## config.mk

```make
export PLATFORM = sky130hd
export DESIGN_NAME = bus_arbiter
export DESIGN_NICKNAME = d
export VERILOG_FILES = /design/src/rtl/bus_arbiter.sv
export SDC_FILE = /design/constraint.sdc
export NUM_CORES = 1
export LEC_CHECK = 0
export CAP_MARGIN = 40
export CORE_MARGIN = 5
export CORE_UTILIZATION = 25
export CTS_BUF_LIST = sky130_fd_sc_hd__clkbuf_8 sky130_fd_sc_hd__clkbuf_16
export CTS_CLUSTER_SIZE = 20
export DETAILED_ROUTE_END_ITERATION = 12
export PLACE_DENSITY_LB_ADDON = 0.08
export SKIP_CTS_REPAIR_TIMING = 1
export SLEW_MARGIN = 10
export SYNTH_ARGS = -nofsm -noshare
export SYNTH_HDL_FRONTEND = slang
export SYNTH_SLANG_ARGS = --single-unit
```

## constraint.sdc

```tcl
create_clock -name clk -period 2.3 [get_ports clk]
set_clock_uncertainty 0.15 [all_clocks]
set_input_delay 0.46 -clock clk [delete_from_list [all_inputs] [get_ports clk]]
set_output_delay 0.46 -clock clk [all_outputs]
set_load 0.01 [all_outputs]
```

## src/rtl/bus_arbiter.sv

```systemverilog
// Two-master bus arbiter: M0 (CPU data) is favoured, M1 (instruction fetch) is
// protected from starvation and may preempt M0 after a bounded hold, unless M0 is locked.
module bus_arbiter #(
    parameter int STARVE_LIMIT = 4,
    parameter int MAX_HOLD     = 8
) (
    input  logic       clk,
    input  logic       rst,
    input  logic       m0_req_i,
    input  logic       m0_lock_i,
    input  logic       m1_req_i,
    output logic       m0_gnt_o,
    output logic       m1_gnt_o,
    output logic [1:0] owner_o,
    output logic       hold_flag_o
);

    localparam int SW = $clog2(STARVE_LIMIT + 1);
    localparam int HW = $clog2(MAX_HOLD);
    localparam logic [SW-1:0] STARVE_MAX = SW'(STARVE_LIMIT);
    localparam logic [HW-1:0] HOLD_MAX   = HW'(MAX_HOLD - 1);

    // Encoding doubles as the owner code, so owner_o comes straight from the register.
    typedef enum logic [1:0] {
        IDLE   = 2'b00,
        OWN_M0 = 2'b01,
        OWN_M1 = 2'b10
    } state_t;

    state_t          state_reg, state_next;
    logic [HW-1:0]   hold_cnt_reg, hold_cnt_next;
    logic [SW-1:0]   starve_cnt_reg, starve_cnt_next;
    logic            force_m1;

    always_ff @(posedge clk) begin
        if (!rst) begin
            state_reg      <= IDLE;
            hold_cnt_reg   <= '0;
            starve_cnt_reg <= '0;
        end else begin
            state_reg      <= state_next;
            hold_cnt_reg   <= hold_cnt_next;
            starve_cnt_reg <= starve_cnt_next;
        end
    end

    always_comb begin
        state_next = state_reg;
        force_m1   = m1_req_i && (starve_cnt_reg == STARVE_MAX);

        unique case (state_reg)
            IDLE: begin
                if (force_m1)      state_next = OWN_M1;
                else if (m0_req_i) state_next = OWN_M0;
                else if (m1_req_i) state_next = OWN_M1;
            end
            OWN_M0: begin
                if (m0_lock_i) begin
                    // A lock only retains the bus while M0 is still asking for it.
                    if (!m0_req_i) state_next = m1_req_i ? OWN_M1 : IDLE;
                end else if (m1_req_i && (force_m1 || hold_cnt_reg == HOLD_MAX || !m0_req_i)) begin
                    state_next = OWN_M1;
                end else if (!m0_req_i) begin
                    state_next = IDLE;
                end
            end
            OWN_M1: begin
                if (m0_req_i)      state_next = OWN_M0;
                else if (!m1_req_i) state_next = IDLE;
            end
            default: state_next = IDLE;
        endcase
    end

    always_comb begin
        hold_cnt_next = hold_cnt_reg;
        if (state_next != state_reg || state_reg == IDLE) begin
            hold_cnt_next = '0;
        end else if (hold_cnt_reg != HOLD_MAX) begin
            hold_cnt_next = hold_cnt_reg + HW'(1);
        end
    end

    always_comb begin
        starve_cnt_next = starve_cnt_reg;
        if (!m1_req_i || state_reg == OWN_M1) begin
            starve_cnt_next = '0;
        end else if (starve_cnt_reg != STARVE_MAX) begin
            starve_cnt_next = starve_cnt_reg + SW'(1);
        end
    end

    assign m0_gnt_o    = (state_reg == OWN_M0);
    assign m1_gnt_o    = (state_reg == OWN_M1);
    assign owner_o     = state_reg;
    assign hold_flag_o = m1_req_i & ~m1_gnt_o;

endmodule
```

---- After elaboration in Yosys (flattened, before gate mapping) ----
Index checks and enable logic that the tools add are counted.
word-level totals
  output and inout bits ................... 5
  bits in registers ....................... 8
  logic and storage cells ................. 37
cells by class
  multiplexer cells ....................... 11
  reductions and logical operators ........ 11
  bitwise logic cells ..................... 3
  add/sub/neg operators ................... 2
  equal/unequal tests ..................... 7
operators with widths
  operator             number
  $mux 2               10
  $add 3x1->3 const B  2
  $eq 3x3->1 const B   2
  $ne 3x3->1 const B   2
  $pmux 2 s3           1
  $logic_or 1x1->1     4
  $reduce_or 2->1      2
  $eq 2x1->1 const B   1
  $eq 2x2->1 const B   1
  $logic_and 1x1->1    2
  $logic_not 1->1      2
  $logic_not 2->1      1
  $ne 2x2->1           1
  $not 1->1            2
  $and 1x1->1          1

---- Depth between registers and ports, before layout ----
Gate-level depths: netlist of run 1.
  depth after elaboration ................. 11
  mapped depth ............................ 5
  mapped depth without buffers ............ 5

---- Worst setup path after synthesis of run 1 ----
Ideal clock, no wire load.
  kind .................................... reg2reg
  from .................................... register hold_cnt_reg[0]
  to ...................................... register state_reg[0], in the netlist owner_o[0]
  arrival time ............................ 1213 ps
  setup slack ............................. 823 ps
  buffers on the path ..................... 0
  cell stages (with the launch flop) ...... 6
  period minus slack after synthesis ...... 1477 ps
  path through ............................ dfxtp_1 > ha_1 > ha_1 > inv_1 > a211oi_2 > a2111oi_0
on the way
  word-level cells in the longest chain between the ends .. 7
RTL lines
  item                            RTL line  source
  start, declared                 31        logic [HW-1:0] hold_cnt_reg, hold_cnt_next;
  start signal, assigned          42        hold_cnt_reg <= hold_cnt_next;
  $eq 3x3->1                      61        end else if (m1_req_i && (force_m1 || hold_cnt_reg == HOLD_MAX || !m0_req_i)) begin
  $logic_or 1x1->1 (2 in series)  61
  $logic_and 1x1->1               61
  $mux 2                          61
  $mux 2                          58        if (m0_lock_i) begin
  $pmux 2 s3                      51        unique case (state_reg)
  end signal, assigned            41        state_reg <= state_next;
  end, declared                   30        state_t state_reg, state_next;
Every way passes these cells.
A chain may end at the register's enable or synchronous reset.

---- Worst setup path in the final report of run 1 ----
  from .................................... register state_reg[1], in the netlist owner_o[1]
  to ...................................... output port m1_gnt_o
on the way
  word-level cells in the longest chain between the ends .. 1
RTL lines
  item           RTL line  source
  $eq 2x2->1     94        assign m1_gnt_o = (state_reg == OWN_M1);
  end, declared  13        output logic m1_gnt_o,
Every way passes these cells.

==> results of run 1 <==
worst max-delay path: cells and delay by family, from the launching register on:
kind,cells,cell delay (ps)
buf+inv,1,550
flops,1,440
simple gates,1,220
cell usage after synthesis:
cell | n | area share, %
sky130_fd_sc_hd__xnor2_1 | 1 | 1.9
sky130_fd_sc_hd__nand2b_1 | 2 | 2.7
sky130_fd_sc_hd__o21a_1 | 1 | 1.6
sky130_fd_sc_hd__inv_1 | 4 | 3.2
sky130_fd_sc_hd__or2_1 | 1 | 1.3
sky130_fd_sc_hd__a211oi_2 | 1 | 2.7
sky130_fd_sc_hd__a21oi_1 | 3 | 3.2
sky130_fd_sc_hd__a2111oi_0 | 1 | 1.9
sky130_fd_sc_hd__nand2_1 | 5 | 4.0
sky130_fd_sc_hd__a2111oi_1 | 2 | 4.2
sky130_fd_sc_hd__dfxtp_1 | 8 | 34
sky130_fd_sc_hd__o21ai_2 | 1 | 1.9
sky130_fd_sc_hd__a31oi_1 | 1 | 1.3
sky130_fd_sc_hd__nand3b_1 | 1 | 1.6
sky130_fd_sc_hd__nor3_1 | 2 | 2.1
sky130_fd_sc_hd__nor2_1 | 4 | 3.2
sky130_fd_sc_hd__mux2i_1 | 2 | 4.2
sky130_fd_sc_hd__xor2_1 | 1 | 1.9
sky130_fd_sc_hd__and3b_1 | 1 | 1.9
sky130_fd_sc_hd__a2111oi_2 | 1 | 3.2
sky130_fd_sc_hd__nor2b_4 | 1 | 2.9
sky130_fd_sc_hd__nand3_1 | 1 | 1.1
sky130_fd_sc_hd__ha_1 | 4 | 11
sky130_fd_sc_hd__nor2b_1 | 2 | 2.7
sky130_fd_sc_hd__o21ai_1 | 1 | 1.1
worst max-delay path by stage:
stage / startpoint / endpoint / slack, ps / cells after the start
6_report: owner_o[1] / m1_gnt_o / 250 / 2
5_1_grt: owner_o[1] / m1_gnt_o / 160 / 2
4_1_cts: m1_req_i / hold_flag_o / 70 / 4
3_5_place_dp: m1_req_i / hold_flag_o / 80 / 4
3_3_place_gp: m1_req_i / hold_flag_o / 80 / 4
2_1_floorplan: hold_cnt_reg[0] / owner_o[0] / 820 / 5
area by class of cell:
type                       count  area [um2]  share of cell area [%]
tap                           25        31.3                    4.74
clock buffer                   3        41.3                    6.26
sequential                     8         160                    24.3
timing repair buffer          12         115                    17.5
multi-input combinational     40         297                    45.0
inverter                       4        15.0                    2.28
metrics by stage:
step / util, % / hold WS, ps / setup slack (ps)
2_1_floorplan: - / 323 / 823
3_3_place_gp: 34.9 / 348 / 75.4
3_5_place_dp: 34.9 / 349 / 81.0
4_1_cts: 37.2 / 355 / 67.8
5_1_grt: 37.4 / 375 / 161
6_report: 37.4 / 350 / 252
logic make-up after synthesis:
| group | Yosys count | share of synthesized area [%] |
|---|---|---|
| and+or+nand+nor | 20 | 23.3 |
| xor gates and xnor gates | 2 | 3.71 |
| buffers and inverters | 4 | 3.18 |
| adders and majority gates | 4 | 10.6 |
| DFF | 8 | 34.0 |
| muxes | 2 | 4.24 |
| AOI/OAI and AO/OA | 12 | 21.0 |
routing by layer:
layer	global-route usage, %	up-vias	wire [um]
li1	-	216	-
met5	0	-	0
met1	12.0	180	516
met3	5.92	2	74
met4	3.83	0	9
met2	11.2	12	423
report_power, final:
part | leakage [nW] | switching (mW) | internal [mW] | total [mW]
clock network | 0.0216 | 0.0535 | 0.113 | 0.167
registers | 0.0652 | 0.00471 | 0.144 | 0.148
logic | 0.169 | 0.0212 | 0.0269 | 0.0481
==> flow_summary.ini, run 1 <==
[outcome]
status = finished clean

[drt]
dr_total_vias = 410
post_drt_wl_per_cell_um = 11.1
drt_drc_violations_left = 0
vias_per_cell = 4.46
postRouteWirelength_mm = 1.02
first_pass_iters = 2
drtIter0Drc = 2
ant_nets = 0

[critical_path]
timing.reg2reg.setup_slack_ps = 600
critical-path-max-stage-delay_ps = 550
crit_path_start_kind = flip-flop
worst-path-max-fanout = 7
worstPathCellList = nor2b_4 > clkdlybuf4s50_1
critical_path_arrival_ps = 1440
worst_r2r_endpoint = owner_o[0]
timing.critical_path.slowest_stage_cell = sky130_fd_sc_hd__clkdlybuf4s50_1
kind_of_critical_path = flip-flop to primary output
startpoint_of_the_most_critical_register_to_register_path = hold_cnt_reg[0]
r2r_cells = 5
end_kind = primary output
worst_ep_required_time_ps = 1690

[layout]
finish.cell_count_without_fillers = 92
area_growth_pct = 39.8
finalInstanceArea_um2 = 659
layout-drive-gt1-share_pct = 14.9
most-common-layout-cells = sky130_fd_sc_hd__dfxtp_1 (8), sky130_fd_sc_hd__clkdlybuf4s50_1 (8), sky130_fd_sc_hd__nand2_1 (5)
num-nets-final = 78
diodes = 0
fillers = 202

[timing]
fin_crit_sh_pct = 89.0
timing.final.crit_period_ps = 2050
report.final.slew_viol_count = 0
totalNegativeSetupSlack_ps = 0
maxClockFrequency_mhz = 488
final-setup-viol-count = 0
tightest_pin_transition_ps = 395
unrepaired_setup_endpoints_after_global_routing = false
number_of_endpoints_with_negative_hold_slack_in_the_final_report = 0
timing.max_slew.rel_slack_pct = 73.0

[floorplan]
chipWidth_um = 53.4
core_region_area_um2 = 1760
io-pin-count = 10
initial_core_util_pct = 26.7
die_area_um2 = 2860
core.rowCount = 15
fp.dieH_um = 53.4

[yosys]
post_synth.cell_area_avg_um2 = 9.07
yosys.cell_types.count = 25
number_of_nets_in_the_synthesized_netlist = 61
yosysWarningCount = 0
synth_seq_cells = 8
mappedNetlistArea_um2 = 472
synth.yosys.seq_area_share_pct = 34.0
syn_inst = 52

[cts]
cts.reportedPaths.clkPinSlew_ps = 40
root_buffer = sky130_fd_sc_hd__clkbuf_8
h_tree_levels = 1
tritoncts_clock_tree = built
clock_sink_count = 8
cts_inserted_buffers = 3
clock_path_buffers = 2
worst_skew_pair.late_latency_ps = 230

[grt]
globalRoute.totalOverflow = 0
grt_first_pass_wirelength_mm = 1.84
grt_usage_pct = 9.12
antenna_found_initial = 0
first_global_vias = 422
grt_start_max_net_pins = 8

[worst_hold_path]
hold_path.class = flip-flop to flip-flop
hold-path-endpoint = starve_cnt_reg[1]
hp-start = starve_cnt_reg[1]
holdPathStages = 2

[placement]
gp_congestion = 0.691
post-place-cells = 89
placed_cell_area_um2 = 616
hpwlAfterDp_um = 794
port-buffer-count = 9

[power]
power.total_mw = 0.363
irDropWorstVdd_uv = 220
cellLeakagePower_nw = 0.255
power-per-cell-area_nw_per_um2 = 550

[flow_run]
cap_violations = 0
Power figures use the tool's default switching activity.
==> run 2, diff against run 1 <==
CTS_BUF_LIST = sky130_fd_sc_hd__clkbuf_16   (was sky130_fd_sc_hd__clkbuf_8 sky130_fd_sc_hd__clkbuf_16)
GPL_ROUTABILITY_DRIVEN = 0   (was unset)
==> flow_summary.ini, run 2 (synthesized netlist as in run 1, its figures left out) <==
[outcome]
status = finished clean

[timing]
worst_hold_slack_ps = 350
totalNegativeSetupSlack_ps = 0
tightest_pin_transition_ps = 395
timing.max_slew.rel_slack_pct = 73.0
postLayoutSetupSlackWorst_ps = 245
final-setup-viol-count = 0
fin_crit_sh_pct = 89.4
timing.final.crit_period_ps = 2060
report.final.slew_viol_count = 0
number_of_endpoints_with_negative_hold_slack_in_the_final_report = 0
maxClockFrequency_mhz = 487
unrepaired_setup_endpoints_after_global_routing = false

[worst_hold_path]
hold_path.class = flip-flop to flip-flop
holdPathStages = 2
hold-path-endpoint = starve_cnt_reg[1]
hp-start = starve_cnt_reg[1]

[grt]
first_global_vias = 423
grt_start_max_net_pins = 8
grt_usage_pct = 9.00
antenna_found_initial = 0
globalRoute.totalOverflow = 0
grt_first_pass_wirelength_mm = 1.84

[floorplan]
chipWidth_um = 53.4
core_region_area_um2 = 1760
io-pin-count = 10
core.rowCount = 15
die_area_um2 = 2860
fp.dieH_um = 53.4
initial_core_util_pct = 26.7

[critical_path]
worst_r2r_endpoint = owner_o[0]
end_kind = primary output
worst-path-max-fanout = 7
r2r_cells = 5
worst_ep_required_time_ps = 1690
critical_path_arrival_ps = 1450
startpoint_of_the_most_critical_register_to_register_path = hold_cnt_reg[0]
crit_path_start_kind = flip-flop
kind_of_critical_path = flip-flop to primary output
timing.reg2reg.setup_slack_ps = 600

[layout]
num-nets-final = 78
area_growth_pct = 46.9
most-common-layout-cells = sky130_fd_sc_hd__dfxtp_1 (8), sky130_fd_sc_hd__clkdlybuf4s50_1 (8), sky130_fd_sc_hd__nand2_1 (5)
diodes = 0
layout-drive-gt1-share_pct = 14.9

[placement]
port-buffer-count = 9
pre_cts_slack_ps = 81.0
hpwlAfterDp_um = 794

[drt]
post_drt_wl_per_cell_um = 11.0
drt_drc_violations_left = 0
vias_per_cell = 4.37
dr_total_vias = 402
ant_nets = 0
drtIter0Drc = 0
first_pass_iters = 1
postRouteWirelength_mm = 1.01

[cts]
cts_inserted_buffers = 3
clock_sink_count = 8
cts.reportedPaths.clkPinSlew_ps = 30
tritoncts_clock_tree = built
worst_skew_pair.late_latency_ps = 230
h_tree_levels = 1
clock_path_buffers = 2
root_buffer = sky130_fd_sc_hd__clkbuf_16

[flow_run]
cap_violations = 0

[power]
irDropWorstVdd_uv = 307
cellLeakagePower_nw = 0.271
power-per-cell-area_nw_per_um2 = 697
==> run 2: cell counts in the layout (fill, tap and decap cells not counted) <==
Identical to the previous run, type by type.
==> run 2: routing by layer <==
metal / GRT usage (%) / part of all wire, %
met4: 3.83 / 0
met2: 11.2 / 43
met3: 5.07 / 7.4
met1: 12.2 / 50
met5: 0 / 0
==> run 2: critical path, stage by stage (launching register included) <==
cell                              delay (ps)
sky130_fd_sc_hd__dfxtp_1                 440
sky130_fd_sc_hd__nor2b_4                 230
sky130_fd_sc_hd__clkdlybuf4s50_1         550
==> run 2: metrics by stage <==
step,instances,instance area [um2],util (%),power [mW]
final,92,693,39.3,0.483
after global routing,92,693,39.3,0.510
after CTS,92,691,39.1,0.494
after detailed placement,89,616,34.9,0.199
after global placement,89,616,34.9,0.200
after floorplan,52,472,-,0.173
==> run 2: worst max-delay path by stage <==
stage | startpoint | end | cells after the start
2_1_floorplan | hold_cnt_reg[0] | owner_o[0] | 5
3_3_place_gp | m1_req_i | hold_flag_o | 4
3_5_place_dp | m1_req_i | hold_flag_o | 4
4_1_cts | m1_req_i | hold_flag_o | 4
5_1_grt | owner_o[1] | m1_gnt_o | 2
6_report | owner_o[1] | m1_gnt_o | 2
==> run 2: power breakdown <==
part / switching [mW] / internal, mW
sequential: 0.00470 / 0.144
combinational: 0.0212 / 0.0269
clock: 0.0629 / 0.224
total: 0.0888 / 0.394
==> run 2: area by class of cell <==
| cell class | instances | area [um2] |
|---|---|---|
| Multi-Input combinational cell | 40 | 297 |
| Fill cell | 196 | 1070 |
| Clock buffer | 3 | 75.1 |
| Timing Repair Buffer | 12 | 115 |
| Inverter | 4 | 15.0 |
| Tap cell | 25 | 31.3 |
| Sequential cell | 8 | 160 |
